**src/rtl/jt12_acc_pkg.sv**
```systemverilog
// Shared types and helpers for the FM channel accumulator/mixer.
package jt12_acc_pkg;

  typedef enum logic [2:0] {
    ALG_0 = 3'd0,
    ALG_1 = 3'd1,
    ALG_2 = 3'd2,
    ALG_3 = 3'd3,
    ALG_4 = 3'd4,
    ALG_5 = 3'd5,
    ALG_6 = 3'd6,
    ALG_7 = 3'd7
  } alg_e;

  localparam int unsigned PAN_L = 1;
  localparam int unsigned PAN_R = 0;

  // Clamp a signed value to the range of a signed w-bit number.
  function automatic logic signed [31:0] sat(input logic signed [31:0] x,
                                             input int unsigned w);
    logic signed [31:0] hi;
    logic signed [31:0] lo;
    hi = (32'sd1 <<< (w - 1)) - 32'sd1;
    lo = -(32'sd1 <<< (w - 1));
    if (x > hi) begin
      return hi;
    end else if (x < lo) begin
      return lo;
    end
    return x;
  endfunction

endpackage

```
**src/rtl/jt12_acc_mix_sh_rst.sv**
```systemverilog
// Width/depth-parametrised shift register with async active-low reset.
module jt12_sh_rst
  import jt12_acc_pkg::*;
#(
  parameter int unsigned W      = 8,
  parameter int unsigned STAGES = 4
) (
  input  logic         clk,
  input  logic         rst_n,
  input  logic [W-1:0] d_i,
  output logic [W-1:0] q_o
);

  logic [W-1:0] stage_q [STAGES];

  always_ff @(posedge clk or negedge rst_n) begin
    if (!rst_n) begin
      for (int i = 0; i < int'(STAGES); i++) stage_q[i] <= '0;
    end else begin
      stage_q[0] <= d_i;
      for (int i = 1; i < int'(STAGES); i++) stage_q[i] <= stage_q[i-1];
    end
  end

  assign q_o = stage_q[STAGES-1];

endmodule

```
**src/rtl/jt12_acc_mix.sv**
```systemverilog
// FM channel accumulator and stereo mixer with pan, mute, saturation and clip flag.
// Optional clip_cnt output enabled by defining JT12_ACC_CLIPCNT_EN.
module jt12_acc_mix
  import jt12_acc_pkg::*;
#(
  parameter int unsigned CH   = 6,
  parameter int unsigned OPW  = 9,
  parameter int unsigned ACCW = 11,
  parameter int unsigned OUTW = 14,
  parameter int unsigned PCMW = 8
) (
  input  logic                   clk,
  input  logic                   rst,
  input  logic signed [OPW-1:0]  op_result,
  input  logic [1:0]             rl,
  input  logic                   s1_enters,
  input  logic                   s3_enters,
  input  logic                   s2_enters,
  input  logic                   s4_enters,
  input  logic [2:0]             alg,
  input  logic                   pcm_en,
  input  logic [PCMW-1:0]        pcm,
  input  logic [CH-1:0]          ch_mute,
  output logic signed [OUTW-1:0] left,
  output logic signed [OUTW-1:0] right,
  output logic                   sample,
  output logic                   clip
`ifdef JT12_ACC_CLIPCNT_EN
  ,
  output logic [7:0]             clip_cnt
`endif
);

  localparam int unsigned CHW   = (CH > 1) ? $clog2(CH) : 1;
  localparam int unsigned MIXW  = ACCW + $clog2(CH) + 1;
  localparam int unsigned SHIFT = OUTW - ACCW - 1;

  logic                   sum_en_c;
  logic signed [ACCW-1:0] op_ext_c, addend_c, tail_c, next_c;
  logic [ACCW-1:0]        tail_raw;
  logic                   first_s3_c, first_s2_c, mute_c;
  logic [CHW-1:0]         ch_cur_c;
  logic signed [MIXW-1:0] tail_mix_c, contrib_l_c, contrib_r_c;
  logic signed [31:0]     sat_l_c, sat_r_c;
  logic                   clip_l_c, clip_r_c;

  logic                   s3_prev_q, s2_prev_q;
  logic [1:0]             warm_q, warm_d;
  logic [CHW-1:0]         ch_idx_q, ch_idx_d;
  logic signed [MIXW-1:0] mix_l_q, mix_l_d, mix_r_q, mix_r_d;
  logic signed [OUTW-1:0] left_q, left_d, right_q, right_d;
  logic                   sample_q, sample_d, clip_q, clip_d;

  // Operator enable for the current slot from the algorithm's carrier set.
  always_comb begin
    sum_en_c = 1'b0;
    case (alg_e'(alg))
      ALG_0, ALG_1, ALG_2, ALG_3: sum_en_c = s4_enters;
      ALG_4:                      sum_en_c = s2_enters | s4_enters;
      ALG_5, ALG_6:               sum_en_c = ~s1_enters;
      default:                    sum_en_c = 1'b1;
    endcase
  end

  assign op_ext_c = ACCW'(op_result);
  assign addend_c = sum_en_c ? op_ext_c : '0;
  assign tail_c   = $signed(tail_raw);

  // S3 starts a fresh partial sum; every other group adds to the channel's running sum.
  always_comb begin
    next_c = addend_c + tail_c;
    if (s3_enters) next_c = pcm_en ? $signed(ACCW'(pcm)) : addend_c;
  end

  jt12_sh_rst #(
    .W      (ACCW),
    .STAGES (CH)
  ) u_buf (
    .clk   (clk),
    .rst_n (rst),
    .d_i   (next_c),
    .q_o   (tail_raw)
  );

  assign first_s3_c = s3_enters & ~s3_prev_q;
  assign first_s2_c = s2_enters & ~s2_prev_q;
  assign ch_cur_c   = first_s3_c ? '0 : ch_idx_q;
  assign ch_idx_d   = (ch_cur_c == CHW'(CH - 1)) ? '0 : ch_cur_c + CHW'(1);
  assign warm_d     = (first_s3_c && warm_q != 2'd2) ? warm_q + 2'd1 : warm_q;

  assign mute_c      = ch_mute[ch_cur_c];
  assign tail_mix_c  = MIXW'(tail_c);
  assign contrib_l_c = (!mute_c && rl[PAN_L]) ? tail_mix_c : '0;
  assign contrib_r_c = (!mute_c && rl[PAN_R]) ? tail_mix_c : '0;

  always_comb begin
    mix_l_d = mix_l_q;
    mix_r_d = mix_r_q;
    if (s3_enters) begin
      mix_l_d = first_s3_c ? contrib_l_c : mix_l_q + contrib_l_c;
      mix_r_d = first_s3_c ? contrib_r_c : mix_r_q + contrib_r_c;
    end
  end

  assign sat_l_c  = sat(32'(mix_l_q), ACCW + 1);
  assign sat_r_c  = sat(32'(mix_r_q), ACCW + 1);
  assign clip_l_c = sat_l_c != 32'(mix_l_q);
  assign clip_r_c = sat_r_c != 32'(mix_r_q);

  // Publish only once the mixed sums come from a frame fully accumulated since reset.
  always_comb begin
    left_d   = left_q;
    right_d  = right_q;
    clip_d   = clip_q;
    sample_d = 1'b0;
    if (first_s2_c && warm_q == 2'd2) begin
      left_d   = OUTW'(sat_l_c <<< SHIFT);
      right_d  = OUTW'(sat_r_c <<< SHIFT);
      clip_d   = clip_l_c | clip_r_c;
      sample_d = 1'b1;
    end
  end

  always_ff @(posedge clk or negedge rst) begin
    if (!rst) begin
      s3_prev_q <= 1'b1;
      s2_prev_q <= 1'b1;
      warm_q    <= '0;
      ch_idx_q  <= '0;
      mix_l_q   <= '0;
      mix_r_q   <= '0;
      left_q    <= '0;
      right_q   <= '0;
      sample_q  <= 1'b0;
      clip_q    <= 1'b0;
    end else begin
      s3_prev_q <= s3_enters;
      s2_prev_q <= s2_enters;
      warm_q    <= warm_d;
      ch_idx_q  <= ch_idx_d;
      mix_l_q   <= mix_l_d;
      mix_r_q   <= mix_r_d;
      left_q    <= left_d;
      right_q   <= right_d;
      sample_q  <= sample_d;
      clip_q    <= clip_d;
    end
  end

  assign left   = left_q;
  assign right  = right_q;
  assign sample = sample_q;
  assign clip   = clip_q;

`ifdef JT12_ACC_CLIPCNT_EN
  logic [7:0] clip_cnt_q, clip_cnt_d;

  always_comb begin
    clip_cnt_d = clip_cnt_q;
    if (sample_d) begin
      if (clip_d && clip_cnt_q != 8'd255) clip_cnt_d = clip_cnt_q + 8'd1;
      else if (!clip_d && clip_cnt_q == 8'd255) clip_cnt_d = '0;
    end
  end

  always_ff @(posedge clk or negedge rst) begin
    if (!rst) clip_cnt_q <= '0;
    else      clip_cnt_q <= clip_cnt_d;
  end

  assign clip_cnt = clip_cnt_q;
`endif

`ifndef SYNTHESIS
  strobe_onehot_a: assert property (@(posedge clk) disable iff (!rst)
    $onehot0({s1_enters, s2_enters, s3_enters, s4_enters}))
    else $error("simultaneous slot group strobes");
`endif

endmodule
```
**config.mk**
```make
export PLATFORM = sky130hd
export DESIGN_NAME = jt12_acc_mix
export DESIGN_NICKNAME = d
export VERILOG_FILES = /design/src/rtl/jt12_acc_pkg.sv /design/src/rtl/jt12_acc_mix_sh_rst.sv /design/src/rtl/jt12_acc_mix.sv
export SDC_FILE = /design/constraint.sdc
export NUM_CORES = 1
export LEC_CHECK = 0
export BUFFER_PORTS_ARGS = -buffer_cell sky130_fd_sc_hd__buf_4
export CAP_MARGIN = 40
export CORE_MARGIN = 2
export CORE_UTILIZATION = 30
export CTS_BUF_LIST = sky130_fd_sc_hd__clkbuf_4
export DETAILED_ROUTE_END_ITERATION = 8
export SYNTH_ARGS = -nofsm -noshare
export SYNTH_HDL_FRONTEND = slang
export SYNTH_SLANG_ARGS = --single-unit
```
**constraint.sdc**
```tcl
create_clock -name clk -period 3.3 [get_ports clk]
set_clock_uncertainty 0.1 [all_clocks]
set_input_delay 0.66 -clock clk [delete_from_list [all_inputs] [get_ports clk]]
set_output_delay 0.66 -clock clk [all_outputs]
set_load 0.01 [all_outputs]
```
==> flow_metrics.env, run 1 <==
export IMPL_status="complete, no violations"
export IMPL_endpoint="mix_l_q[9]"
export IMPL_synth_ff_type="dfrtp_1"
export IMPL_crit_path_start="ch_idx_q[1]"
export IMPL_cts_made_buffers=17
export IMPL_final_layout_size_suffix_gt1_frac=0.288
export IMPL_r2r_end="mix_l_q[9]"
export IMPL_hold_path_class="input port to asynchronous set/reset pin"
export IMPL_synth_edff_count=0
export IMPL_wl_met2_mm=7.24
export IMPL_r2r_slack_ns=0.00007
export IMPL_grt_overflow_total=0
export IMPL_clkLatencyLatePin_ns=0.56
export IMPL_met1_length_mm=7.82
export IMPL_wl_met3_um=903
export IMPL_dr_pass1_iters=5
export IMPL_worstMarginPinSlew_ns=0.694
export IMPL_port_buffers=60
export IMPL_io_pins=65
export IMPL_ys_ff_latch=129
export IMPL_multi_input_area_um2=3390
export IMPL_clk_path_buf_depth=2
export IMPL_clock_sinks=129
export IMPL_drv_cap=0
export IMPL_drc=0
export IMPL_gp_congestion=0.877
export IMPL_cp_max_fo=11
export IMPL_seq_area_um2=3230
export IMPL_dieArea_um2=23000
export IMPL_final_hold_violation_count=0
export IMPL_syn_avg_cell_area_um2=9.85
export IMPL_cp_end_kind="flip-flop"
export IMPL_rows=54
export IMPL_grt_antenna_before_repair=0
export IMPL_required_ns=3.65
export IMPL_final_core_util=0.394
export IMPL_fmax_mhz=303
export IMPL_drv_slew=0
export IMPL_synth_area_leaders="dfrtp_1 49%, ha_1 7.4%, o21ai_0 4.5%"
export IMPL_clkTransAtPathRegs_ns=0.11
export IMPL_period_share=1.00
export IMPL_reg2reg_from="ch_idx_q[1]"
export IMPL_drt_iter0_markers=320
export IMPL_grt_pass1_wl_mm=25.5
export IMPL_grt_max_degree=130
export IMPL_ys_types=61
export IMPL_wl_mm=16.2
export IMPL_arrival_ns=3.65
export IMPL_crit_type="flip-flop to flip-flop"
export IMPL_vias=5283
export IMPL_rsz0062_at_grt="yes"
export IMPL_yosys_warnings=0
export IMPL_async_flop_share=1.00
export IMPL_root_buffer="clkbuf_4"
export IMPL_powerDensity_nw_per_um2=724
export IMPL_reg2regPathDepth=13
export IMPL_drtAntennaViolNets=0
export IMPL_grt_pass1_vias=4948
export IMPL_synth_most_common_cell="dfrtp_1"
export IMPL_slew_headroom=0.537
export IMPL_area_growth_pct=29.9
export IMPL_cts_tree="done"
export IMPL_fin_crit_ns=3.30
export IMPL_start_kind="flip-flop"
export IMPL_fin_tns_setup_ns=0
export IMPL_synth_area_um2=6550
export IMPL_ys_top_cells_by_count="127 x dfrtp_1, 70 x nor2_1, 65 x nand2_1, 59 x o21ai_0, 39 x ha_1"
export IMPL_initial_core_util=0.303
export IMPL_vias_per_cell=4.82
export IMPL_yosysTopAreaCellShare=0.485
export IMPL_die_h_um=152
export IMPL_wl_per_cell_um=14.7
export IMPL_synth_top_area_cell="dfrtp_1"
export IMPL_fillers=2165
export IMPL_netlist_instances=665
export IMPL_die_w_um=152
export IMPL_setup_violations=0
export IMPL_topRoutingLayerUsed="met4"
export IMPL_htree_num_levels=4
export IMPL_nets=880
export IMPL_track_usage=0.144
export IMPL_power_leakage_nw=4.08
export IMPL_yosysSeqAreaShare=0.493
export IMPL_coreArea_um2=21600
export IMPL_hpwl_mm=11.4
export IMPL_peakVddDrop_mv=0.247
through the flow:
stage	cells	hold slack, ns	power (mW)	area [um2]	setup WS [ns]
final	1097	0.0690	6.16	8510	0.0000657
after global routing	1096	0.0953	6.63	8510	-0.205
after CTS	1094	0.105	6.05	8300	-0.0389
after detailed placement	1060	0.235	4.86	7950	-0.389
after global placement	1060	0.231	4.81	7950	-0.314
after floorplan	668	0.231	3.81	6640	-0.0315
layer usage:
layer / up-vias / GRT usage
met2: 135 / 0.220
met5: - / 0
met4: 0 / 0.0435
li1: 2632 / -
met3: 17 / 0.0317
met1: 2499 / 0.204
area by class of cell:
cell class                 instances  share of cell area
timing repair buffer             148               0.136
multi-input combinational        485               0.398
clock inverter                    14              0.0193
clock buffer                      18              0.0159
antenna                            1            0.000294
inverter                          22             0.00970
tap                              280              0.0412
sequential                       129               0.380
critical path, stage by stage, from the launching register on:
cell and delay (ns):
dfrtp_2 0.45, mux2i_2 0.16, a211oi_2 0.34, o31ai_4 0.11
buf_4 0.17, clkbuf_16 0.16, and3_4 0.19, ha_4 0.28
nand3_1 0.07, o211ai_1 0.37, or2_4 0.21, a41oi_2 0.12
xnor2_1 0.14, a221o_1 0.31
worst min-delay path by stage:
| stage | startpoint | end | cells after the start |
|---|---|---|---|
| 2_1_floorplan | u_buf.stage_q[11] | u_buf.q_o[0] | 0 |
| 3_3_place_gp | u_buf.stage_q[46] | u_buf.stage_q[35] | 0 |
| 3_5_place_dp | u_buf.stage_q[13] | u_buf.q_o[2] | 0 |
| 4_1_cts | rst | u_buf.stage_q[55] | 2 |
| 5_1_grt | rst | u_buf.stage_q[61] | 2 |
| 6_report | rst | u_buf.stage_q[55] | 2 |
repair_timing:
item                       in CTS  in global routing
pin swaps                       2                 15
hold buffers                    0                  0
gates resized for setup         8                 36
setup endpoints to repair      15                 17
hold endpoints to repair        0                  0
setup buffers                   2                  1
cloned                          0                  1
report_power, final:
group	leakage (nW)	switching, mW	internal (mW)
logic	2.34	1.25	1.28
registers	1.59	0.374	2.10
clock network	0.152	0.616	0.530
total	4.08	2.24	3.92
state kept, by name (all words and copies together) (netlist names), 2 cells and up:
register       count
right             12
u_buf.q_o         11
warm_q             2
u_buf.stage_q     55
mix_l_q           15
mix_r_q           15
ch_idx_q           3
left              12
kinds of logic (layout without fill, tap and decap cells):
logic type      count (synthesis)  in the layout  share of synthesized area
simple gates                  236            236                      0.172
compound gates                168            168                      0.167
flops                         129            129                      0.493
buf+inv                        54            202                     0.0342
fa+ha+maj                      42             42                     0.0836
xor+xnor                       23             23                     0.0307
mux                            12             12                     0.0185
other cells                     1              5                   0.000572
layout by cell type, fill, tap and decap left out, types with 9 or more instances in the layout:
cell,netlist,layout
buf_4,4,145
dfrtp_1,127,125
nor2_1,70,68
nand2_1,65,65
o21ai_0,59,53
ha_1,39,32
a21oi_1,34,28
inv_1,21,20
and3_1,23,19
clkbuf_4,0,18
nand3_1,15,14
nor2b_1,13,12
xor2_1,12,12
nand2b_1,13,12
xnor2_1,11,11
mux2i_1,11,10
and2_1,9,9
Power figures use the tool's default switching activity.
==> inputs of run 2 (changes only) <==
Settings changed: CAP_MARGIN 40 to 20, CELL_PAD_IN_SITES_DETAIL_PLACEMENT set to 1, CELL_PAD_IN_SITES_GLOBAL_PLACEMENT set to 1, PLACE_DENSITY_LB_ADDON set to 0.1.
==> run 2 against run 1 <==
Compared with the run above:
- the run now ends with setup timing left
- sequential power hardly changed
- total power is 2.1% higher
- clock power decreased by 7%
- critical path depth is 1 higher
- via count increased by 2.3%
- flip-flop and latch count unchanged
- maximum frequency is 0.13% lower
- die area unchanged
- non-clock buffer count is 5 lower
==> flow_metrics.env, run 2 (synthesis gave the netlist of run 1 again) <==
export IMPL_status="finished, violations left"
export IMPL_violations="setup timing"
export IMPL_rsz0062_at_grt="yes"
export IMPL_final_layout_size_suffix_gt1_frac=0.319
export IMPL_clock_sinks=129
export IMPL_p_total_mw=6.29
export IMPL_setup_violations=1
export IMPL_crit_type="flip-flop to flip-flop"
export IMPL_fin_tns_setup_ns=-0.00418
export IMPL_power_leakage_nw=4.05
export IMPL_met2_usage=0.294
export IMPL_clkTransAtPathRegs_ns=0.13
export IMPL_wl_mm=18.7
export IMPL_dr_pass1_iters=4
export IMPL_reg2reg_from="ch_idx_q[0]"
export IMPL_hpwl_mm=13.2
export IMPL_rows=54
export IMPL_grt_overflow_total=0
export IMPL_die_w_um=152
export IMPL_period_share=1.00
export IMPL_powerDensity_nw_per_um2=726
export IMPL_largest_reg_flops=55
export IMPL_largestRegisters="u_buf.stage_q x55, mix_l_q x15, mix_r_q x15"
export IMPL_clkLatencyLatePin_ns=0.54
export IMPL_cts_made_buffers=17
export IMPL_grt_max_degree=130
export IMPL_drt_iter0_markers=166
export IMPL_gp_congestion=0.850
export IMPL_pre_cts_slack_ns=-0.482
export IMPL_arrival_ns=3.67
export IMPL_required_ns=3.66
export IMPL_htree_num_levels=4
export IMPL_initial_core_util=0.303
export IMPL_final_cell_mix="137 x buf_4, 126 x dfrtp_1, 66 x nor2_1, 63 x nand2_1, 51 x o21ai_0"
export IMPL_fin_crit_ns=3.30
export IMPL_grtUsageMet1=0.220
export IMPL_wl_per_cell_um=17.1
export IMPL_drc=0
export IMPL_timing_final_ws_setup_ns=-0.00418
export IMPL_crit_path_start="ch_idx_q[0]"
export IMPL_vias=5406
export IMPL_place_inst=1048
export IMPL_grt_pass1_vias=5716
export IMPL_hold_ws_ns=0.0874
export IMPL_regMostFlops="u_buf.stage_q"
export IMPL_grt_busiest_layer="met2"
export IMPL_vias_per_cell=4.95
export IMPL_final_hold_violation_count=0
export IMPL_hold_path_class="input port to asynchronous set/reset pin"
export IMPL_layout_commonest_cell="buf_4"
export IMPL_nets=875
export IMPL_layoutNonFillerInstCount=1092
export IMPL_peakVddDrop_mv=0.235
export IMPL_start_kind="flip-flop"
export IMPL_drtAntennaViolNets=0
export IMPL_port_buffers=60
export IMPL_fmax_mhz=303
export IMPL_cp_max_fo=11
export IMPL_slew_headroom=0.520
export IMPL_drv_cap=0
export IMPL_reg2regPathDepth=14
export IMPL_area_growth_pct=32.2
export IMPL_drv_slew=0
export IMPL_grt_met3_usage=0.0311
export IMPL_fillers=2484
export IMPL_cp_end_kind="flip-flop"
export IMPL_track_usage=0.170
export IMPL_io_pins=65
export IMPL_cts_tree="done"
export IMPL_dieArea_um2=23000
export IMPL_root_buffer="clkbuf_4"
export IMPL_grt_antenna_before_repair=1
export IMPL_clk_path_buf_depth=2
export IMPL_grt_pass1_wl_mm=30.2
export IMPL_worstMarginPinSlew_ns=0.719
export IMPL_coreArea_um2=21600
export IMPL_die_h_um=152
-- run 2: cell count changes in the layout (fill, tap and decap cells not counted), sizes merged --
cell    before  now
buf        147  143
inv         24   29
bufinv       3    1
clkbuf      19   17
clkinv       6    4
-- run 2: where the power goes --
part | internal (mW) | switching, mW
clock | 0.395 | 0.674
sequential | 2.10 | 0.402
combinational | 1.37 | 1.35
-- run 2: path summary, 6_finish.rpt --
kind	to	slack, ns
worst max-delay path	mix_r_q[14]	-0.004
worst min-delay path	mix_r_q[12]	0.09
worst max register to register	mix_r_q[14]	-0.004
worst min register to register	u_buf.stage_q[34]	0.26
max in group asynchronous	mix_l_q[7]	2.46
min in group clk	s2_prev_q	0.21
-- run 2: critical path, cell delays in order, from the launching register on --
cell,delay (ns)
dfrtp_2,0.49
mux2i_1,0.15
nor3b_2,0.29
o31ai_4,0.13
buf_6,0.16
buf_16,0.13
and3_4,0.18
ha_4,0.16
or3_4,0.40
nor2_2,0.12
a2bb2oi_2,0.09
o41ai_4,0.35
mux2i_1,0.25
o22ai_1,0.09
a21oi_1,0.13
-- run 2: area by class of cell --
| class | instances | area [um2] | area share |
|---|---|---|---|
| multi-input combinational | 485 | 3580 | 0.413 |
| timing repair buffer | 143 | 1140 | 0.131 |
| clock buffer | 17 | 128 | 0.0147 |
| sequential | 129 | 3230 | 0.373 |
| inverter | 22 | 82.6 | 0.00953 |
| tap | 280 | 350 | 0.0404 |
| clock inverter | 15 | 149 | 0.0172 |
| antenna | 1 | 2.50 | 0.000289 |
-- run 2: metrics by stage --
stage | instance area (um2) | utilization
floorplan | 6640 | -
global placement | 7860 | 0.364
detailed placement | 7860 | 0.364
CTS | 8490 | 0.393
global route | 8660 | 0.401
finish | 8660 | 0.401
-- run 2: what timing repair did --
action | CTS | global route
pin swaps | 17 | 18
hold buffers | 0 | 0
gates cloned | 1 | 0
endpoints found under the setup margin | 16 | 18
setup buffers | 7 | 3
resized for setup | 50 | 35
-- run 2: layer usage --
layer,share of wire,wire (um)
met5,0,0
met4,0.0089,167
met3,0.023,426
met2,0.51,9490
met1,0.46,8600
==> inputs of run 3 (changes only) <==
Settings changed: PLACE_DENSITY set to 0.68, PLACE_DENSITY_LB_ADDON 0.1 to unset.
==> run 3 against run 2 <==
Compared with the run above:
- the run still ends with setup timing left
- flip-flop and latch count is the same
- count of clock-buffer cells in the layout did not move
- largest cell class unchanged
- cell count increased by 0.73%
- worst setup slack improved by 0.0039 ns
- die area is the same
- routed wire length shrank 2.8%
- highest routed layer unchanged
- register-to-register slack barely moved
- via count is 1.4% higher
- critical path type unchanged
==> flow_metrics.env, run 3 (synthesis gave the netlist of run 1 again) <==
export IMPL_setup_violations=1
export IMPL_cts_tree="done"
export IMPL_gp_congestion=0.845
export IMPL_r2r_end="mix_r_q[12]"
export IMPL_vias_per_cell=4.98
export IMPL_drv_cap=0
export IMPL_hold_path_class="input port to flip-flop"
export IMPL_cpMaxStageDelayCell="dfrtp_2"
export IMPL_cpMostUsedCell="o31ai_4"
export IMPL_reg2regPathDepth=16
export IMPL_area_growth_pct=30.6
export IMPL_nets=884
export IMPL_grt_overflow_total=0
export IMPL_period_share=1.00
export IMPL_track_usage=0.168
export IMPL_powerDensity_nw_per_um2=739
export IMPL_crit_buf_inv=3
export IMPL_cp_end_kind="flip-flop"
export IMPL_io_pins=65
export IMPL_hold_ws_ns=0.199
export IMPL_hpwl_mm=13.2
export IMPL_clkTransAtPathRegs_ns=0.14
export IMPL_htree_num_levels=4
export IMPL_vias=5483
export IMPL_regMostFlops="u_buf.stage_q"
export IMPL_worstMarginPinSlew_ns=0.639
export IMPL_drv_slew=0
export IMPL_initial_core_util=0.303
export IMPL_wl_mm=18.2
export IMPL_grt_busiest_layer="met2"
export IMPL_final_layout_size_suffix_gt1_frac=0.298
export IMPL_start_kind="flip-flop"
export IMPL_root_buffer="clkbuf_4"
export IMPL_layout_commonest_cell="buf_4"
export IMPL_grt_max_degree=59
export IMPL_p_total_mw=6.32
export IMPL_arrival_ns=3.68
export IMPL_die_w_um=152
export IMPL_insertedDiodeCount=0
export IMPL_grtUsageMet1=0.222
export IMPL_r2r_slack_ns=-0.0002
export IMPL_fmax_mhz=303
export IMPL_final_hold_violation_count=0
export IMPL_place_inst=1065
export IMPL_hold_depth=2
export IMPL_fin_tns_setup_ns=-0.000232
export IMPL_clkLatencyLatePin_ns=0.57
export IMPL_grt_antenna_before_repair=0
export IMPL_hold_path_end="s2_prev_q"
export IMPL_met2_usage=0.282
export IMPL_layoutNonFillerInstCount=1100
export IMPL_clk_path_buf_depth=2
export IMPL_dieArea_um2=23000
export IMPL_drc=0
export IMPL_grt_pass1_wl_mm=29.8
export IMPL_clock_sinks=129
export IMPL_timing_final_ws_setup_ns=-0.000232
export IMPL_wl_per_cell_um=16.5
export IMPL_die_h_um=152
export IMPL_required_ns=3.68
export IMPL_coreArea_um2=21600
export IMPL_grt_pass1_vias=5817
export IMPL_dr_pass1_iters=4
export IMPL_drtAntennaViolNets=0
export IMPL_hold_start="s2_enters"
export IMPL_fin_crit_ns=3.30
export IMPL_rsz0062_at_grt="yes"
export IMPL_reg2reg_from="ch_idx_q[0]"
export IMPL_port_buffers=60
export IMPL_slew_headroom=0.574
export IMPL_drt_iter0_markers=203
export IMPL_final_cell_mix="149 x buf_4, 126 x dfrtp_1, 67 x nor2_1, 64 x nand2_1, 53 x o21ai_0"
export IMPL_peakVddDrop_mv=0.198
export IMPL_crit_type="flip-flop to flip-flop"
export IMPL_cp_top_family="compound AO/OA/AOI/OAI gates"
export IMPL_status="finished, violations left"
export IMPL_largestRegisters="u_buf.stage_q x55, mix_l_q x15, mix_r_q x15"
export IMPL_max_stage_delay_ns=0.44
export IMPL_largest_reg_flops=55
export IMPL_cp_max_fo=16
export IMPL_power_leakage_nw=4.09
export IMPL_violations="setup timing"
export IMPL_cp_num_cells=16
export IMPL_grt_met3_usage=0.0308
export IMPL_cts_made_buffers=17
export IMPL_rows=54
export IMPL_path_cells="mux2i_1, nor3b_2, o31ai_4, buf_12, and3_4, ha_4, inv_2, fa_2, nor2b_4, o31ai_4, a2bb2oi_2, buf_4, o21a_1, nor2_2, a41oi_1, nand2b_1"
==> run 3: cell count changes in the layout (fill, tap and decap cells not counted), sizes merged <==
| cell | change |
|---|---|
| dlygate4sd3 | +1 |
| buf | +8 |
| inv | +1 |
| bufinv | +2 |
| diode | -1 |
| clkinvlp | -3 |
==> run 3: how the worst max path moves through the flow <==
stage / to / from
global route: mix_l_q[8] / ch_idx_q[1]
global placement: mix_l_q[8] / ch_mute[4]
finish: mix_r_q[12] / ch_idx_q[0]
floorplan: mix_r_q[14] / ch_mute[5]
detailed placement: mix_l_q[10] / ch_mute[5]
CTS: mix_r_q[14] / ch_idx_q[1]
==> run 3: power breakdown <==
group / leakage, nW / internal [mW] / switching [mW]
registers: 1.59 / 2.10 / 0.396
logic: 2.33 / 1.28 / 1.30
clock network: 0.174 / 0.550 / 0.692
total: 4.09 / 3.93 / 2.39
==> run 3: stage by stage <==
step | util | setup WS [ns] | cell area, um2
floorplan | - | -0.0315 | 6640
global placement | 0.369 | -0.355 | 7980
detailed placement | 0.369 | -0.372 | 7980
CTS | 0.387 | -0.0706 | 8370
global route | 0.396 | -0.196 | 8560
finish | 0.396 | -0.000232 | 8560
==> run 3: cell type report <==
class / count / area (um2)
multi-input cells: 485 / 3410
repair buffers: 152 / 1160
inverters: 22 / 82.6
clock inverters: 15 / 195
clock buffers: 17 / 128
well taps: 280 / 350
flip-flops and latches: 129 / 3230
fillers: 2482 / 13100
==> run 3: layer usage <==
layer,vias up,wire length (um)
li1,2634,-
met1,2740,8610
met2,88,8680
met3,21,600
met4,0,277
met5,-,0
==> run 3: timing repair <==
item                                    4_1_cts  5_1_grt
gates resized for setup                      11       38
endpoints found under the hold margin        54        0
buffers inserted                              1        1
pin swaps                                     2        9
hold buffers                                  1        0
endpoints found under the setup margin       16       18
==> run 3: worst register-to-register path, stage by stage, from the launching register on <==
cell       delay [ns]
dfrtp_2          0.44
mux2i_1          0.23
nor3b_2          0.09
o31ai_4          0.29
buf_12           0.18
and3_4           0.21
ha_4             0.13
inv_2            0.04
fa_2             0.41
nor2b_4          0.15
o31ai_4          0.08
a2bb2oi_2        0.20
buf_4            0.16
o21a_1           0.12
nor2_2           0.06
a41oi_1          0.24
nand2b_1         0.07
